<file path="config.mk">
export PLATFORM = sky130hd
export DESIGN_NAME = tree_out_arbiter
export DESIGN_NICKNAME = d
export VERILOG_FILES = /design/src/rtl/tree_out_arbiter.sv
export SDC_FILE = /design/constraint.sdc
export NUM_CORES = 1
export LEC_CHECK = 0
export ABC_CLOCK_PERIOD_IN_PS = 3000
export BUFFER_PORTS_ARGS = -buffer_cell sky130_fd_sc_hd__buf_2
export CAP_MARGIN = 20
export CORE_MARGIN = 8
export CORE_UTILIZATION = 30
export CTS_CLUSTER_DIAMETER = 200
export CTS_CLUSTER_SIZE = 24
export DETAILED_ROUTE_END_ITERATION = 8
export HOLD_SLACK_MARGIN = 0.06
export PLACE_DENSITY = 0.46
export SLEW_MARGIN = 20
export SYNTH_ARGS = -nofsm -noshare
export SYNTH_HDL_FRONTEND = slang
export SYNTH_SLANG_ARGS = --single-unit
</file>
<file path="constraint.sdc">
create_clock -name clk -period 3 [get_ports clk]
set_clock_uncertainty 0.1 [all_clocks]
set_input_delay 0.3 -clock clk [delete_from_list [all_inputs] [get_ports clk]]
set_output_delay 0.3 -clock clk [all_outputs]
set_load 0.02 [all_outputs]
</file>
<file path="src/rtl/tree_out_arbiter.sv">
// Two-input output-port arbiter for the tree NoC router: one holding buffer per
// requester, round-robin grant into a single output register, valid/ready on both sides.
module tree_out_arbiter #(
    parameter int unsigned WIDTH_packet  = 14,
    parameter int unsigned PRIORITY_INIT = 0,
    parameter int unsigned CNT_W         = 16
) (
    input  logic                    clk,
    input  logic                    rst_n,
    input  logic [WIDTH_packet-1:0] in0_data,
    input  logic                    in0_valid,
    output logic                    in0_ready,
    input  logic [WIDTH_packet-1:0] in1_data,
    input  logic                    in1_valid,
    output logic                    in1_ready,
    output logic [WIDTH_packet-1:0] out_data,
    output logic                    out_valid,
    input  logic                    out_ready,
    output logic                    grant_id,
    output logic [CNT_W-1:0]        pkt_cnt0,
    output logic [CNT_W-1:0]        pkt_cnt1,
    output logic                    busy
);

    typedef enum logic {
        IDLE = 1'b0,
        SEND = 1'b1
    } state_t;

    localparam logic RR_INIT = (PRIORITY_INIT != 0);

    state_t                  state_q, state_d;
    logic [WIDTH_packet-1:0] buf0_data_q, buf0_data_d;
    logic [WIDTH_packet-1:0] buf1_data_q, buf1_data_d;
    logic                    buf0_v_q, buf0_v_d;
    logic                    buf1_v_q, buf1_v_d;
    logic [WIDTH_packet-1:0] out_data_q, out_data_d;
    logic                    grant_q, grant_d;
    logic                    rr_q, rr_d;
    logic [CNT_W-1:0]        cnt0_q, cnt0_d;
    logic [CNT_W-1:0]        cnt1_q, cnt1_d;

    logic acc0, acc1;
    logic any_v;
    logic sel;
    logic load;

    // Ready depends only on buffer occupancy, so out_ready never reaches it combinationally.
    assign in0_ready = rst_n & ~buf0_v_q;
    assign in1_ready = rst_n & ~buf1_v_q;
    assign acc0      = in0_valid & in0_ready;
    assign acc1      = in1_valid & in1_ready;

    assign any_v = buf0_v_q | buf1_v_q;
    assign sel   = (buf0_v_q & buf1_v_q) ? rr_q : buf1_v_q;

    always_comb begin
        state_d     = state_q;
        buf0_data_d = buf0_data_q;
        buf1_data_d = buf1_data_q;
        buf0_v_d    = buf0_v_q;
        buf1_v_d    = buf1_v_q;
        out_data_d  = out_data_q;
        grant_d     = grant_q;
        rr_d        = rr_q;
        cnt0_d      = cnt0_q;
        cnt1_d      = cnt1_q;
        load        = 1'b0;

        if (acc0) begin
            buf0_v_d    = 1'b1;
            buf0_data_d = in0_data;
        end
        if (acc1) begin
            buf1_v_d    = 1'b1;
            buf1_data_d = in1_data;
        end

        unique case (state_q)
            IDLE: begin
                load = any_v;
            end
            SEND: begin
                if (out_ready) begin
                    if (grant_q) begin
                        cnt1_d = cnt1_q + CNT_W'(1);
                    end else begin
                        cnt0_d = cnt0_q + CNT_W'(1);
                    end
                    load = any_v;
                    if (!any_v) begin
                        state_d = IDLE;
                    end
                end
            end
        endcase

        // A drained buffer was full pre-edge, so it cannot also be accepting this edge.
        if (load) begin
            out_data_d = sel ? buf1_data_q : buf0_data_q;
            grant_d    = sel;
            rr_d       = ~sel;
            state_d    = SEND;
            if (sel) begin
                buf1_v_d = 1'b0;
            end else begin
                buf0_v_d = 1'b0;
            end
        end
    end

    always_ff @(posedge clk or negedge rst_n) begin
        if (!rst_n) begin
            state_q     <= IDLE;
            buf0_data_q <= '0;
            buf1_data_q <= '0;
            buf0_v_q    <= 1'b0;
            buf1_v_q    <= 1'b0;
            out_data_q  <= '0;
            grant_q     <= 1'b0;
            rr_q        <= RR_INIT;
            cnt0_q      <= '0;
            cnt1_q      <= '0;
        end else begin
            state_q     <= state_d;
            buf0_data_q <= buf0_data_d;
            buf1_data_q <= buf1_data_d;
            buf0_v_q    <= buf0_v_d;
            buf1_v_q    <= buf1_v_d;
            out_data_q  <= out_data_d;
            grant_q     <= grant_d;
            rr_q        <= rr_d;
            cnt0_q      <= cnt0_d;
            cnt1_q      <= cnt1_d;
        end
    end

    assign out_data  = out_data_q;
    assign out_valid = (state_q == SEND);
    assign grant_id  = grant_q;
    assign pkt_cnt0  = cnt0_q;
    assign pkt_cnt1  = cnt1_q;
    assign busy      = buf0_v_q | buf1_v_q | out_valid;

endmodule

</file>
== Word-level counts from Yosys, hierarchy flattened ==
Cells that the tools add are included.
Cells by class
  bitwise gates (word level): 12
  $add $sub $neg: 2
  reductions and logical operators: 2
  multiplexer cells: 14
Operator list (number)
  16-bit by 1-bit adder with 16-bit output (second input constant): 2
  14-bit two-way mux: 1
  1-bit two-way mux: 12
  3-bit AND reduction: 2
  1-bit bitwise AND: 5
  1-bit inverter: 5
  1-bit bitwise OR: 2
  1-bit case mux with 2 select lines: 1
Word-level totals
  register bits: 79
  input bits: 33
  output and inout port bits: 51

== Logic depth before layout (Yosys ltp) ==
Gate-level depths: netlist of run 1.
  depth in word-level cells: 6
  depth in mapped cells: 6
  depth with buffers taken out: 5

== Worst setup path after synthesis of run 1 ==
No wires, ideal clock.
  kind: register -> register
  from: reg buf1_v_q
  to: reg buf1_data_q[10]
  buffers on the path: 1
  data required time: 2.775 ns
  stages on the path, launching flop included: 5
  library setup time: 0.125 ns
  arrival time: 1.457 ns
  period minus slack after synthesis: 1.681 ns
  slack: 1.319 ns
  cell sequence: dfrtp_1 -> nor2b_1 -> nand2_1 -> buf_2 -> mux2_2
On the way
  word-level cells in the longest chain between the ends: 3
Ends and longest elaborated chain
  start: declaration: line 36  | logic buf1_v_q, buf1_v_d;
  start signal: assignment: line 129  | buf1_v_q <= buf1_v_d;
  1-bit inverter: line 50  | assign in1_ready = rst_n & ~buf1_v_q;
  1-bit bitwise AND: line 50
  named net in1_ready: line 15  | output logic in1_ready,
  1-bit bitwise AND: line 52  | assign acc1 = in1_valid & in1_ready;
  end signal: assignment: line 127  | buf1_data_q <= buf1_data_d;
  end: declaration: line 34  | logic [WIDTH_packet-1:0] buf1_data_q, buf1_data_d;
The timed path passes the listed nets, and every way through them passes these cells.
A chain may end at the register's enable or synchronous reset.

== Worst setup path in the final report of run 1 ==
  from: in rst_n
  to: reg buf1_data_q[11]
On the way
  word-level cells in the longest chain between the ends: 2
Ends and longest elaborated chain
  start: declaration: line 9  | input logic rst_n,
  1-bit bitwise AND: line 50
  1-bit bitwise AND: line 52
No other way between the ends.

==> results of run 1 <==
[worst max-delay path: cells and delay by family]
| family | cells | cell delay (ns) |
|---|---|---|
| multiplexers | 1 | 0.41 |
| AND/OR/NAND/NOR | 2 | 0.70 |
| buffers and inverters | 2 | 0.74 |
[metal layers]
layer	wire length [microns]	vias up	part of all wire, %	track usage (%)
li1	-	1050	-	-
met1	3530	1093	46	14.0
met2	3420	71	45	16.6
met3	604	8	7.9	4.74
met4	78	0	1.0	3.51
met5	0	-	0	0
[registers in the layout (all words and copies together) (netlist names)]
| register | count |
|---|---|
| buf0_data_q | 14 |
| buf0_v_q | 1 |
| out_data | 14 |
| pkt_cnt0 | 16 |
| buf1_v_q | 1 |
| rr_q | 1 |
| buf1_data_q | 14 |
| out_valid | 1 |
| pkt_cnt1 | 16 |
| grant_id | 1 |
[final cells by class]
type,instances,share of cell area (%)
clock inverter,4,2.36
timing repair buffer,87,11.2
multi-input combinational,146,28.5
clock buffer,11,3.27
inverter,14,1.31
tap,136,4.23
sequential,79,49.2
[cells in the mapped netlist]
cell type | n | area [sq um]
dfrtp_1 | 79 | 1980
mux2_2 | 30 | 338
xnor2_1 | 16 | 140
a222oi_1 | 14 | 140
inv_1 | 14 | 52.6
xor2_1 | 14 | 123
nand2_1 | 13 | 48.8
nand3_1 | 11 | 55.1
nor2_1 | 10 | 37.5
and3_1 | 8 | 50.1
nand4_1 | 5 | 31.3
buf_2 | 4 | 20.0
nor3_1 | 4 | 20.0
nor4_1 | 3 | 18.8
a21o_1 | 2 | 15.0
a21oi_1 | 2 | 10.0
clkbuf_1 | 2 | 7.51
ha_1 | 2 | 25.0
nand2b_1 | 2 | 12.5
nor2b_1 | 2 | 12.5
and4_1 | 1 | 8.76
buf_6 | 1 | 11.3
nand3_2 | 1 | 10.0
nand3b_1 | 1 | 7.51
nand4b_1 | 1 | 8.76
nor4_2 | 1 | 12.5
nor4b_1 | 1 | 8.76
o21ai_1 | 1 | 5.00
or3_1 | 1 | 6.26
[metrics by stage]
stage                     total power [uW]  setup slack (ns)  hold slack (ns)
final                                 3860             0.977           0.0833
after global routing                  4140             0.868           0.0624
after CTS                             3940             0.930           0.0629
after detailed placement              3000              1.15           0.0218
after global placement                2980              1.16           0.0212
after floorplan                       2560              1.32          -0.0956
[logic make-up (layout without fill, tap and decap cells)]
logic type,count (synthesis),count (layout),share of synthesized area (%)
adder cells (fa/ha/maj),2,2,0.779
AO/OA/AOI/OAI,19,19,5.30
buffers and inverters,21,116,2.84
flip-flops,79,79,61.5
AND/OR/NAND/NOR,65,65,10.9
multiplexers,30,30,10.5
XOR/XNOR,30,30,8.18
[power groups by stage]
stage	combinational (uW)	clock (uW)	sequential, uW
floorplan	656	0	1900
global placement	1220	0	1760
detailed placement	1240	0	1760
CTS	1240	956	1740
global route	1340	995	1800
finish	1210	914	1740
[worst min-delay path by stage]
stage,start,endpoint,depth (start not counted)
finish,in1_data[10],buf1_data_q[10]$_DFFE_PN0P_,2
global route,in0_data[11],buf0_data_q[11]$_DFFE_PN0P_,2
CTS,in1_data[10],buf1_data_q[10]$_DFFE_PN0P_,2
detailed placement,rst_n,buf1_data_q[1]$_DFFE_PN0P_,1
global placement,rst_n,buf1_data_q[1]$_DFFE_PN0P_,1
floorplan,rst_n,buf0_data_q[0]$_DFFE_PN0P_,0
[repair_timing]
action	in CTS	in global routing
endpoints found under the setup margin	0	0
hold buffers	1	0
hold endpoints to repair	79	0
==> results_dict.tcl, run 1 <==
set metrics [dict create \
    drt_iter0_drc 116 \
    post_cts_buffers 0 \
    core_sq_um 10400 \
    placed_cell_area_sq_um 3780 \
    overflow 0 \
    fillers 1048 \
    rows 37 \
    io_buffers 83 \
    p_switching_uw 1330 \
    cp_cell_sequence "dlygate4sd3_1, buf_4, nor2b_1, nand2_1, mux2_2" \
    cts_buffers 9 \
    min_path_type "in2reg" \
    p_leak_uw 0.00206 \
    synth_warnings 0 \
    power.internal_uw 2530 \
    dp.cells 461 \
    fin_crit_ns 2.02 \
    clk_latency_ns 0.34 \
    ff2ff_path_depth 4 \
    cts_resized 0 \
    path_clk_slew_ns 0.08 \
    seqCellArea_sq_um 1980 \
    die_h_microns 119 \
    grt_max_degree 41 \
    fmax_ghz 0.494 \
    rr_endpoint "pkt_cnt0[11]$_DFFE_PN0P_" \
    drive_above_1_share_pct 38.4 \
    dp_hpwl_microns 5350 \
    grt_pass1_wl_microns 12500 \
    layout.cells.most_common_list "buf_2 (82), dfrtp_1 (79), mux2_2 (30)" \
    post-route-drc-count 0 \
    grtUsageTotal_pct 11.0 \
    fin_area_sq_um 4020 \
    drtPass1Iterations 5 \
    crit_path_end "buf1_data_q[11]$_DFFE_PN0P_" \
    first_global_vias 2391 \
    ant_nets 0 \
    ios 84 \
    multiInputGateArea_sq_um 1140 \
    rsz0062_at_grt "false" \
    cts_tree "yes" \
    crit_fanout 14 \
    power_frac_seq_pct 45.1 \
    via_count 2222 \
    cp_slowest_stage_delay_ns 0.56 \
    syn-num-nets 281 \
    synth_area_sq_um 3210 \
    worstPathArrival_ns 2.15 \
    initial_core_util_pct 31.0 \
    die-area_sq_um 14300 \
    antennaDiodeCount 0 \
    wl_microns 7630 \
    worstSetupStartpointType "input port" \
    crit_required_ns 3.12 \
    finalCritPeriodShare_pct 67.4 \
    wl_per_cell_microns 16.0 \
    yosys_register_bits 79 \
    switching_share_pct 34.4 \
    area_growth_syn_to_layout_pct 25.2 \
    setup_viol 0 \
    peakVddDrop_uv 499 \
    r2r_slack_ns 1.18 \
    fin_cells 477 \
    yosysSeqAreaShare_pct 61.5 \
    p_clk_share_pct 23.7 \
    synth.avg_cell_area_sq_um 13.1 \
    hold_violations 0 \
    cts_max_path_buffers 2 \
    tightest_slew_ns 0.724 \
    maxCapViolCount 0 \
    avgViaCountPerCell 4.66 \
    h-tree-depth 3 \
    status "completed" \
    antenna_found_initial 0 \
    r2r-start "grant_id$_DFFE_PN0P_" \
    crit_start "rst_n" \
    clock-sinks 79 \
    final_nets 372 \
    relSlewSlack_pct 51.6 \
    yosysUniqueCellTypes 29 \
    critPathCaptureType "flip-flop" \
    power.density_nw_per_um2 960 \
    critPathKind "in2reg" \
    cp_slowest_cell "dlygate4sd3_1" \
    root_buffer "clkbuf_8" \
    final_core_util_pct 38.8 \
    gp_routability_congestion 0.689 \
    layout_commonest_cell "buf_2" \
    die_w_microns 119 \
    setup_tns_ns 0 \
    slew_violations 0 \
    syn_inst 246 \
    combPwrFrac_pct 31.3 \
]
Power figures use the tool's default switching activity.
==> inputs of run 2 (changes only) <==
--- a/config.mk
+++ b/config.mk
@@ -5,7 +5,8 @@
 export SDC_FILE = /design/constraint.sdc
 export NUM_CORES = 1
 export LEC_CHECK = 0
-export ABC_CLOCK_PERIOD_IN_PS = 3000
+export ABC_AREA = 1
+export ABC_CLOCK_PERIOD_IN_PS = 2050
 export BUFFER_PORTS_ARGS = -buffer_cell sky130_fd_sc_hd__buf_2
 export CAP_MARGIN = 20
 export CORE_MARGIN = 8
==> constraint.sdc (replaced) <==
create_clock -name clk -period 2.05 [get_ports clk]
set_clock_uncertainty 0.1 [all_clocks]
set_input_delay 0.205 -clock clk [delete_from_list [all_inputs] [get_ports clk]]
set_output_delay 0.205 -clock clk [all_outputs]
set_load 0.02 [all_outputs]
==> results_dict.tcl, run 2 <==
set metrics [dict create \
    h-tree-depth 3 \
    top_usage_layer "met2" \
    cp_cell_sequence "dlygate4sd3_1, buf_4, inv_1, nor2_1, nand2_1, buf_4, mux2_2" \
    yosysUniqueCellTypes 27 \
    layout_commonest_cell "nand2_1" \
    first_global_vias 2866 \
    combPwrFrac_pct 32.5 \
    dp_hpwl_microns 5990 \
    power.density_nw_per_um2 1280 \
    p_clk_share_pct 25.1 \
    antennaDiodeCount 0 \
    area_growth_syn_to_layout_pct 33.0 \
    core_sq_um 11500 \
    synth.avg_cell_area_sq_um 9.85 \
    worstSetupStartpointType "input port" \
    synth_top_family_by_area "simple AND/OR/NAND/NOR gates" \
    drtPass1Iterations 6 \
    power.internal_uw 3810 \
    yosys_register_bits 79 \
    async_flop_share_pct 100 \
    slew_violations 0 \
    rr_endpoint "out_data[5]$_DFFE_PN0P_" \
    fin_crit_ns 1.63 \
    wl_microns 8400 \
    finalCritPeriodShare_pct 79.6 \
    post-route-drc-count 0 \
    tightest_slew_ns 0.538 \
    synth-main-ff-cell "dfrtp_1" \
    wl_per_cell_microns 13.3 \
    drt_iter0_drc 90 \
    rsz0062_at_grt "false" \
    fin_cells 630 \
    yosysSeqAreaShare_pct 55.6 \
    relSlewSlack_pct 64.0 \
    cp_slowest_stage_delay_ns 0.54 \
    yosys.area.top_type "dfrtp_1" \
    cp_common_cell "buf_4" \
    peakVddDrop_uv 647 \
    synth_edf_count 0 \
    layout.cells.most_common_list "nand2_1 (98), buf_2 (82), dfrtp_1 (79)" \
    dp.cells 584 \
    final_core_util_pct 41.1 \
    synthAdderAreaFrac_pct 0.704 \
    avgViaCountPerCell 4.36 \
    die-area_sq_um 15600 \
    hold_violations 0 \
    synth-compound-area-share_pct 3.10 \
    cp_slowest_cell "dlygate4sd3_1" \
    via_count 2746 \
    antenna_found_initial 0 \
    cts_buffers 9 \
    ios 84 \
    synth_common_cells "nand2_1 (98), dfrtp_1 (79), inv_1 (35)" \
    final_nets 517 \
    grt_use_met1_pct 13.8 \
    switching_share_pct 36.9 \
    r2r-start "buf0_v_q$_DFF_PN0_" \
    fmax_ghz 0.613 \
    die_h_microns 125 \
    p_leak_uw 0.00242 \
    power_frac_seq_pct 42.4 \
    grt_max_degree 81 \
    gr-usage-met3_pct 4.58 \
    cts_tree "yes" \
    yosys-top-cells-area "dfrtp_1 (56%), nand2_1 (10%), mux2_2 (7.3%), inv_1 (3.7%), nor2_1 (3.3%)" \
    die_w_microns 125 \
    ff2ff_path_depth 4 \
    overflow 0 \
    cts_max_path_buffers 2 \
    io_buffers 83 \
    holdPathEnd "pkt_cnt1[0]$_DFFE_PN0P_" \
    synthMuxAreaShare_pct 7.28 \
    setup_tns_ns 0 \
    clk_latency_ns 0.34 \
    setup_viol 0 \
    maxCapViolCount 0 \
    crit_required_ns 2.17 \
    rows 39 \
    cp_num_buf_inv 4 \
    placed_cell_area_sq_um 4140 \
    critPathKind "in2reg" \
    root_buffer "clkbuf_16" \
    initial_core_util_pct 30.9 \
    gp_routability_congestion 0.735 \
    fin_area_sq_um 4730 \
    grtUsageTotal_pct 11.5 \
    ant_nets 0 \
    status "completed" \
    cpLargestDelayFamily "buffers and inverters" \
    min_path_type "in2reg" \
    drive_above_1_share_pct 29.4 \
    synth_xor_area_share_pct 4.93 \
    grt_pass1_wl_microns 14300 \
    critPathCaptureType "flip-flop" \
    synth-simple-area-share_pct 23.4 \
    synth_warnings 0 \
    synth.most_common_cell "nand2_1" \
    fin_ws_ns 0.419 \
    min-delay-start "out_ready" \
    path_clk_slew_ns 0.06 \
    r2r_slack_ns 0.50 \
    whs_path_depth 3 \
    synth_top_area_share_pct 55.6 \
    p_switching_uw 2220 \
    worstPathArrival_ns 1.76 \
    grtUsageMet2_pct 17.6 \
    synth_area_sq_um 3560 \
    cts_resized 0 \
    clock-sinks 79 \
    syn-num-nets 396 \
    crit_fanout 20 \
    syn_inst 361 \
    post_cts_buffers 0 \
    dpl_worst_slack_ns 0.480 \
]
==> run 2: kinds of logic (layout without fill, tap and decap cells) <==
group | count (synthesis) | after routing
multiplexers | 23 | 23
buffers and inverters | 42 | 168
AO/OA/AOI/OAI | 16 | 16
AND/OR/NAND/NOR | 179 | 179
flip-flops | 79 | 79
XOR/XNOR | 20 | 20
adder cells (fa/ha/maj) | 2 | 2
==> run 2: through the flow <==
step / hold WS [ns] / total power (uW)
after global routing: 0.157 / 6480
final: 0.139 / 6030
after floorplan: -0.191 / 3900
after detailed placement: 0.221 / 4550
after CTS: 0.127 / 6160
after global placement: 0.219 / 4510
==> run 2: worst max-delay path by stage <==
stage	start	end	slack, ns	cells past startpoint
global route	rst_n	in1_ready	0.33	5
detailed placement	out_valid$_DFF_PN0_	out_data[5]$_DFFE_PN0P_	0.48	5
global placement	out_valid$_DFF_PN0_	out_data[5]$_DFFE_PN0P_	0.52	5
CTS	rst_n	in1_ready	0.39	5
floorplan	buf1_v_q$_DFF_PN0_	buf1_data_q[0]$_DFFE_PN0P_	0.51	4
finish	rst_n	buf1_data_q[7]$_DFFE_PN0P_	0.42	7
==> run 2: repair_timing <==
action / CTS / global route
hold buffers: 30 / 0
setup endpoints to repair: 0 / 0
endpoints found under the hold margin: 108 / 0
==> run 2: layout make-up <==
class                   instances  area (sq um)
multi-input cells             240          1400
clock buffers                  11           253
fillers                      1152          6790
repair buffers                115           746
well taps                     143           179
flip-flops and latches         79          1980
inverters                      37           139
clock inverters                 5          32.5
==> run 2: power by group through the flow <==
| stage | combinational (uW) | clock, uW | sequential (uW) |
|---|---|---|---|
| global route | 2200 | 1640 | 2640 |
| global placement | 1930 | 0 | 2580 |
| CTS | 2020 | 1580 | 2560 |
| detailed placement | 1970 | 0 | 2580 |
| finish | 1960 | 1520 | 2560 |
| floorplan | 1080 | 0 | 2810 |
==> run 2: layer usage <==
| layer | routed length (microns) | part of all wire [%] |
|---|---|---|
| met5 | 0 | 0 |
| met2 | 3840 | 46 |
| met3 | 494 | 5.9 |
| met1 | 3920 | 47 |
| met4 | 146 | 1.7 |
==> run 2: worst min-delay path, stage by stage <==
cell     delay, ns
buf_2         0.14
nand3_4       0.12
xor2_1        0.07
==> inputs of run 3 (changes only) <==
--- a/config.mk
+++ b/config.mk
@@ -6,7 +6,7 @@
 export NUM_CORES = 1
 export LEC_CHECK = 0
 export ABC_AREA = 1
-export ABC_CLOCK_PERIOD_IN_PS = 2050
+export ABC_CLOCK_PERIOD_IN_PS = 1600
 export BUFFER_PORTS_ARGS = -buffer_cell sky130_fd_sc_hd__buf_2
 export CAP_MARGIN = 20
 export CORE_MARGIN = 8
==> constraint.sdc (replaced) <==
create_clock -name clk -period 1.6 [get_ports clk]
set_clock_uncertainty 0.1 [all_clocks]
set_input_delay 0.16 -clock clk [delete_from_list [all_inputs] [get_ports clk]]
set_output_delay 0.16 -clock clk [all_outputs]
set_load 0.02 [all_outputs]
==> results_dict.tcl, run 3 (synthesized netlist as in run 2, its figures left out) <==
set metrics [dict create \
    status "completed" \
    cp.depth 7 \
    clock-sinks 79 \
    combPwrFrac_pct 32.4 \
    area_growth_syn_to_layout_pct 37.2 \
    crit_path_end "buf0_data_q[9]$_DFFE_PN0P_" \
    fmax_ghz 0.654 \
    initial_core_util_pct 30.9 \
    top_layer_used "met4" \
    cp_slowest_cell "dlygate4sd3_1" \
    layout.cells.most_common_list "nand2_1 (98), buf_2 (82), dfrtp_1 (78)" \
    gp_routability_congestion 0.739 \
    cp_slowest_stage_delay_ns 0.53 \
    rows 39 \
    cp_num_buf_inv 4 \
    cts_tree "yes" \
    crit_fanout 11 \
    p_leak_uw 0.00249 \
    drtPass1Iterations 4 \
    worstSetupStartpointType "input port" \
    wl_met2_microns 3860 \
    seqCellArea_sq_um 1980 \
    path_clk_slew_ns 0.06 \
    via_count 2758 \
    critPathCaptureType "flip-flop" \
    final_core_util_pct 42.4 \
    rr_endpoint "pkt_cnt0[14]$_DFFE_PN0P_" \
    switching_share_pct 34.6 \
    antennaDiodeCount 0 \
    multiInputGateArea_sq_um 1410 \
    core_sq_um 11500 \
    grt_pass1_wl_microns 14500 \
    peakVddDrop_uv 756 \
    h-tree-depth 3 \
    overflow 0 \
    wl_met3_microns 504 \
    crit_start "rst_n" \
    r2r-start "out_valid$_DFF_PN0_" \
    hold_violations 0 \
    crit_required_ns 1.72 \
    tightest_slew_ns 0.453 \
    p_switching_uw 2890 \
    relSlewSlack_pct 69.8 \
    avgViaCountPerCell 4.33 \
    grt_max_degree 81 \
    root_buffer "clkbuf_16" \
    power.internal_uw 5450 \
    ff2ff_path_depth 7 \
    setup_tns_ns 0 \
    fillers 1157 \
    setup_viol 0 \
    worstPathArrival_ns 1.65 \
    fin_crit_ns 1.53 \
    p_clk_share_pct 28.5 \
    ios 84 \
    ant_nets 0 \
    power_frac_seq_pct 39.2 \
    cp_cell_sequence "dlygate4sd3_1, buf_4, inv_1, nor2_2, nand2_2, buf_12, mux2_2" \
    clk_latency_ns 0.33 \
    r2r_slack_ns 0.15 \
    die-area_sq_um 15600 \
    cpLargestDelayFamily "buffers and inverters" \
    layout_commonest_cell "nand2_1" \
    first_global_vias 2944 \
    wl_microns 8490 \
    critPathKind "in2reg" \
    slew_violations 0 \
    post-route-drc-count 0 \
    cts_max_path_buffers 2 \
    io_buffers 83 \
    min_path_type "in2reg" \
    die_w_microns 125 \
    power.density_nw_per_um2 1710 \
    grtUsageTotal_pct 11.6 \
    finalCritPeriodShare_pct 95.6 \
    drt_iter0_drc 89 \
    rsz0062_at_grt "false" \
    wl_per_cell_microns 13.3 \
    met1_length_microns 3990 \
    antenna_found_initial 0 \
    maxCapViolCount 0 \
    die_h_microns 125 \
    cts_buffers 9 \
    final_nets 524 \
    drive_above_1_share_pct 31.0 \
    dp_hpwl_microns 6090 \
]
==> run 3: changes by cell type in the layout (fill, tap and decap cells not counted), sizes merged <==
cell | before | now
clkinvlp | 3 | 2
bufinv | 0 | 3
clkinv | 2 | 0
buf | 85 | 92
==> run 3: stage by stage <==
| step | cell area [sq um] | power (uW) | setup WS, ns | std cells | hold slack (ns) |
|---|---|---|---|---|---|
| floorplan | 3560 | 4990 | 0.0626 | 361 | -0.236 |
| global placement | 4190 | 5860 | 0.0799 | 589 | 0.176 |
| detailed placement | 4190 | 5910 | 0.0657 | 589 | 0.170 |
| CTS | 4840 | 8410 | 0.0428 | 635 | 0.100 |
| global route | 4880 | 8920 | 0.000308 | 637 | 0.132 |
| finish | 4880 | 8330 | 0.0700 | 637 | 0.110 |
==> run 3: power groups by stage <==
stage	logic [uW]	clock network (uW)	registers [uW]
after floorplan	1390	0	3600
after global placement	2560	0	3290
after detailed placement	2610	0	3300
after CTS	2680	2460	3270
after global routing	3030	2530	3360
final	2700	2370	3260
==> run 3: layout make-up <==
cell class,instances,share of cell area (%)
clock buffer,11,4.98
clock inverter,5,2.15
inverter,37,2.85
multi-input combinational,240,28.9
sequential,79,40.6
tap,143,3.67
timing repair buffer,122,16.9
==> run 3: per-layer routing <==
metal | global-route usage [%] | up-vias
li1 | - | 1405
met1 | 14.1 | 1278
met2 | 18.2 | 61
met3 | 4.37 | 14
met4 | 4.58 | 0
met5 | 0 | -
==> run 3: worst reg2reg max path, delay by kind of cell (launching register included) <==
kind,cells,cell delay (ns)
and+or+nand+nor,7,0.73
DFF,1,0.52
==> run 3: what timing repair did <==
action                                  in CTS  in global routing
resized for setup                            0                  4
hold endpoints to repair                   108                  0
buffers inserted                             0                  2
endpoints found under the setup margin       0                 15
hold buffers                                30                  0
==> run 3: worst min path at each step <==
stage / start / slack, ns / endpoint / depth (start not counted)
2_1_floorplan: rst_n / -0.24 / buf0_data_q[0]$_DFFE_PN0P_ / 0
3_3_place_gp: rst_n / 0.18 / pkt_cnt1[10]$_DFFE_PN0P_ / 2
3_5_place_dp: rst_n / 0.17 / pkt_cnt1[10]$_DFFE_PN0P_ / 2
4_1_cts: out_ready / 0.10 / pkt_cnt1[0]$_DFFE_PN0P_ / 3
5_1_grt: out_ready / 0.13 / pkt_cnt1[0]$_DFFE_PN0P_ / 3
6_report: out_ready / 0.11 / pkt_cnt1[0]$_DFFE_PN0P_ / 3
